==> src/rtl/dds_phase_acc.sv <==
// DDS phase accumulator: on each prescaled tick it adds the frequency control word to the phase.
// A new FCW is taken over valid/ready and applies on the next tick, or at the next wrap if fcw_sync was set.
module dds_phase_acc #(
  parameter int N = 14,
  parameter int F = 14,
  parameter int P = 8
) (
  input  logic         clk,
  input  logic         rst_n,
  input  logic         en,
  input  logic         clr,
  input  logic [P-1:0] prescale,
  input  logic [F-1:0] fcw_data,
  input  logic         fcw_sync,
  input  logic         fcw_valid,
  output logic         fcw_ready,
  output logic [N-1:0] phase,
  output logic         phase_valid,
  output logic         wrap,
  output logic         pend,
  output logic         dbg_state
);

  // Handshake: an FCW transfers on a clk edge where fcw_valid && fcw_ready.
  // fcw_ready is high only in IDLE. While PENDING, fcw_valid is ignored, so the source must hold its word.
  typedef enum logic {ST_IDLE = 1'b0, ST_PENDING = 1'b1} state_e;

  state_e       state_q;
  logic [N-1:0] phase_q;
  logic [P-1:0] cnt_q, cnt_d;
  logic [F-1:0] fcw_active_q, fcw_pend_q;
  logic         sync_pend_q;
  logic         phase_valid_q, wrap_q;

  logic         tick, tick_eff;
  logic [F-1:0] addend;
  logic [N:0]   sum;
  logic         carry;

  always_comb begin
    tick     = en && (cnt_q == prescale);
    tick_eff = tick && !clr;
    // A mode-0 pending word takes effect on the tick that applies it.
    // A sync-mode pending word keeps the old word in use until it carries.
    addend = fcw_active_q;
    if (state_q == ST_PENDING && !sync_pend_q) addend = fcw_pend_q;
    sum   = {1'b0, phase_q} + {{(N + 1 - F){1'b0}}, addend};
    carry = sum[N];
    cnt_d = cnt_q;
    if (clr || tick) cnt_d = '0;
    else if (en)     cnt_d = cnt_q + 1'b1;
  end

  always_ff @(posedge clk) begin
    if (!rst_n) begin
      state_q       <= ST_IDLE;
      phase_q       <= '0;
      cnt_q         <= '0;
      fcw_active_q  <= '0;
      fcw_pend_q    <= '0;
      sync_pend_q   <= 1'b0;
      phase_valid_q <= 1'b0;
      wrap_q        <= 1'b0;
    end else begin
      cnt_q <= cnt_d;
      if (clr) begin
        phase_q       <= '0;
        phase_valid_q <= 1'b0;
        wrap_q        <= 1'b0;
      end else if (tick) begin
        phase_q       <= sum[N-1:0];
        phase_valid_q <= 1'b1;
        wrap_q        <= carry;
      end else begin
        phase_valid_q <= 1'b0;
        wrap_q        <= 1'b0;
      end

      case (state_q)
        ST_IDLE: begin
          if (fcw_valid) begin
            fcw_pend_q  <= fcw_data;
            sync_pend_q <= fcw_sync;
            state_q     <= ST_PENDING;
          end
        end
        ST_PENDING: begin
          if (tick_eff && (!sync_pend_q || carry)) begin
            fcw_active_q <= fcw_pend_q;
            state_q      <= ST_IDLE;
          end
        end
        default: state_q <= ST_IDLE;
      endcase
    end
  end

  assign fcw_ready   = (state_q == ST_IDLE);
  assign pend        = (state_q == ST_PENDING);
  assign dbg_state   = state_q;
  assign phase       = phase_q;
  assign phase_valid = phase_valid_q;
  assign wrap        = wrap_q;

endmodule

==> config.mk <==
export PLATFORM = sky130hd
export DESIGN_NAME = dds_phase_acc
export DESIGN_NICKNAME = d
export VERILOG_FILES = /design/src/rtl/dds_phase_acc.sv
export SDC_FILE = /design/constraint.sdc
export NUM_CORES = 1
export LEC_CHECK = 0
export CORE_ASPECT_RATIO = 1.4
export CORE_UTILIZATION = 45
export CTS_BUF_LIST = sky130_fd_sc_hd__clkbuf_4
export DETAILED_ROUTE_END_ITERATION = 12
export PLACE_DENSITY = 0.79
export SLEW_MARGIN = 20
export SYNTH_ARGS = -nofsm -noshare
export SYNTH_HDL_FRONTEND = slang
export SYNTH_SLANG_ARGS = --single-unit
==> constraint.sdc <==
create_clock -name clk -period 2.8 [get_ports clk]
set_input_delay 0.42 -clock clk [delete_from_list [all_inputs] [get_ports clk]]
set_output_delay 0.42 -clock clk [all_outputs]
set_load 0.02 [all_outputs]
==> impl_summary.txt <==
----------------------------------------------------
[Pwr]
  Total power ... 1.306 mW
  Cell area power density ... 354.9 nW/um^2
  Clock network fraction of total power ... 0.266
  Static leakage ... 1.425 nW
  Switch Pwr ... 341.2 uW
  Combinational fraction of design power ... 0.124
  Sw Share ... 0.2612
  Sequential fraction of design power ... 0.609
  Max rail drop VDD ... 0.2412 mV
  Power Internal ... 965.2 uW

[Synth]
  Post-synthesis net count ... 392
  Number of flip-flops and latches in the synthesized netlist ... 54
  Syn_area_per_cell ... 8.607 um^2
  Area of the mapped netlist ... 2987 um^2
  Synthesis Warnings ... 0
  Synthesized instance count ... 347
  Count of different cell masters after synthesis ... 45
  Sequential area share after synthesis ... 0.3620

[Placed design]
  Final HPWL from detailed placement ... 5265 um
  Number of buffer cells added on primary ports ... 46
  Gpl congestion ... 0.8072

[Final layout]
  Share of layout cells above drive strength 1 ... 0.1315
  Most common cell after layout, fill and taps aside ... sky130_fd_sc_hd__nand2_1
  Area growth from synthesis to layout ... 23.25%
  Antenna cells ... 0
  Net count of the finished layout ... 448
  Commonest cells after routing, fill and taps aside ... 78 x sky130_fd_sc_hd__nand2_1, 53 x sky130_fd_sc_hd__dfxtp_1, 46 x sky130_fd_sc_hd__clkdlybuf4s50_1
  Post-Route Utilization ... 0.5847
  Number of fill cells ... 581

[Critical path]
  Critical path launch point type ... register
  Worst EP arrival ... 2.98 ns
  Delay of the slowest cell on the worst path ... 0.38 ns
  Kind of end point of the critical path ... register
  Worst-case register-to-register setup slack ... 0.13 ns
  Largest driver fanout on the critical path ... 15
  Critical-path cell with the highest stage delay ... sky130_fd_sc_hd__mux2_2
  Chain of cells forming the critical path ... inv_2 -> nor2_4 -> buf_4 -> mux2_2 -> ha_1 -> nand2_1 -> nor2_1 -> o21ai_1 -> a21o_1 -> a31oi_4 -> buf_12 -> mux2i_1
  Type of the setup path with the least slack ... register to register
  Data required time of the critical path ... 3.11 ns

[Die]
  X dimension of the die ... 70.85 um
  Initial Utilization ... 0.4744
  Number of core rows ... 34
  Die Outline Area ... 6971 um^2
  Die Ht ... 98.40 um
  Number of primary I/O pins ... 47
  Total core area ... 6296 um^2

[Clocking]
  Clock tree from TritonCTS ... built
  Worst-skew pair later-pin latency ... 0.38 ns
  Hold bufs inserted after CTS ... 0
  Number of buffers on the longest clock path ... 2
  Deepest level of the CTS H-tree ... 2
  Clock buffers created by TritonCTS ... 5
  Clock-pin slew on the worst setup and hold paths ... 0.16 ns
  Clk Tree Root Cell ... sky130_fd_sc_hd__clkbuf_4
  Number of clock sinks ... 54

[STA]
  Post-layout minimum cycle time ... 2.668 ns
  Fraction of the cycle the final worst path needs ... 0.9530
  Max transition margin ... 0.3466
  Setup TNS Final ... 0 ns
  Final hold viol count ... 0
  Setup repair after global routing missed its margin ... false
  Hold WS ... 0.4733 ns
  Tightest Pin Transition ... 0.9766 ns
  Worst Skew ... 0.01237 ns
  Fmax achieved ... 0.3747 GHz
  Slew Viols, Final ... 0
  Final setup fails ... 0

[Global routing]
  Number of antenna violations at the first check in global routing ... 0
  Total global routing overflow ... 0
  Number of global-route vias before repair ... 2565
  Global router's overall resource usage ... 0.2060
  Global-route wire length before repair ... 11480 um
  Pin count of the biggest net entering global routing ... 45

[Detailed routing]
  DRC errors left ... 0
  Remaining number of nets flagged by the antenna check after routing ... 0
  Routed wirelength normalized by instance count ... 14.25 um
  Routed vias ... 2563
  Vias/cell ... 5.396
  First-pass DRT Iterations ... 7
  Iteration-0 DRC count of the detailed router ... 143
  Routed WL ... 6770 um

[Flow run]
  Number of max-cap violations ... 0

[Outcome]
  Run status ... completed

[Hold path]
  Worst hold path class ... register to register

----------------------------------------------------
## final timing paths
| path | start | to | cells past startpoint |
|---|---|---|---|
| setup / recovery | dbg_state | fcw_active_q[4] | 12 |
| hold / removal | fcw_active_q[10] | fcw_active_q[10] | 2 |
| setup reg to reg | dbg_state | fcw_active_q[4] | 12 |
| hold reg to reg | fcw_active_q[10] | fcw_active_q[10] | 2 |
## timing repair
item,CTS,global route
pin swaps,1,0
endpoints found under the setup margin,14,3
setup buffers,1,0
gates resized for setup,0,2
## cells in the mapped netlist, drive strengths merged
cell	count	area share
nand2	78	0.098
dfxtp	54	0.36
nor2	24	0.030
o21ai	17	0.028
ha	16	0.067
a21boi	15	0.038
mux2i	15	0.050
mux2	14	0.053
xnor2	14	0.041
clkbuf	13	0.016
a21oi	10	0.017
xor2	10	0.029
a21o	8	0.020
inv	6	0.0075
nand2b	6	0.013
nand3	6	0.010
nand4	6	0.013
buf	4	0.013
o211ai	4	0.010
a211oi	3	0.0092
a22o	2	0.0059
a31oi	2	0.0092
a32o	2	0.0067
nor2b	2	0.0042
nor3	2	0.0034
o21a	2	0.0050
or2	2	0.0050
a211o	1	0.0029
a22oi	1	0.0025
a311o	1	0.0034
fa	1	0.0067
nand3b	1	0.0038
nor4	1	0.0071
o21bai	1	0.0025
o22ai	1	0.0021
or3	1	0.0021
or4	1	0.0025
## worst max-delay path: cells and delay by family (launching register included)
kind                       cells  cell delay, ns
muxes                          2            0.60
AOI/OAI and AO/OA              3            0.49
buffers and inverters          3            0.42
DFF                            1            0.37
adders and majority gates      1            0.37
and+or+nand+nor                3            0.35
## through the flow
step / setup slack, ns / instance area (um^2) / instances
2_1_floorplan: 0.03120 / 3002 / 347
3_3_place_gp: 0.03707 / 3601 / 467
3_5_place_dp: -0.03906 / 3601 / 467
4_1_cts: 0.1179 / 3672 / 475
5_1_grt: 0.003988 / 3681 / 475
6_report: 0.1315 / 3681 / 475
## logic make-up (layout without fill, tap and decap cells)
| family | after synthesis | in the layout | share of synthesized area |
|---|---|---|---|
| DFF | 54 | 54 | 0.3620 |
| AOI/OAI and AO/OA | 70 | 70 | 0.1626 |
| xor gates and xnor gates | 24 | 24 | 0.07038 |
| and+or+nand+nor | 130 | 130 | 0.1915 |
| adders and majority gates | 17 | 17 | 0.07373 |
| buffers and inverters | 23 | 79 | 0.03686 |
| muxes | 29 | 29 | 0.1031 |
## layout make-up
cell class | instances | area [um^2] | share of cell area
flip-flops and latches | 54 | 1082 | 0.2940
clock inverters | 2 | 13.76 | 0.003739
repair buffers | 66 | 623.1 | 0.1693
well taps | 72 | 90.09 | 0.02447
clock buffers | 5 | 37.54 | 0.01020
inverters | 6 | 22.52 | 0.006118
multi-input cells | 270 | 1812 | 0.4922
## power by group through the flow
stage          Combinational (mW)  Sequential (mW)  Clock [mW]
6_report                    0.162            0.796       0.348
5_1_grt                     0.177            0.799       0.387
4_1_cts                     0.163            0.796       0.356
3_5_place_dp                0.162            0.813           0
3_3_place_gp                0.159            0.812           0
2_1_floorplan              0.0878            0.811           0
## layer usage
layer	vias to the layer above	wire length (um)	global-route usage
met5	-	0	0
met4	0	176	0.07538
met3	13	178	0.02993
met2	47	3683	0.3854
met1	1201	2731	0.2322
li1	1302	-	-
## state kept, by name, indices dropped and copies added, names as in the netlist
signal,flops
cnt_q,8
dbg_state,1
fcw_active_q,14
fcw_pend_q,14
phase,14
phase_valid,1
sync_pend_q,1
wrap,1
Power figures use the tool's default switching activity.
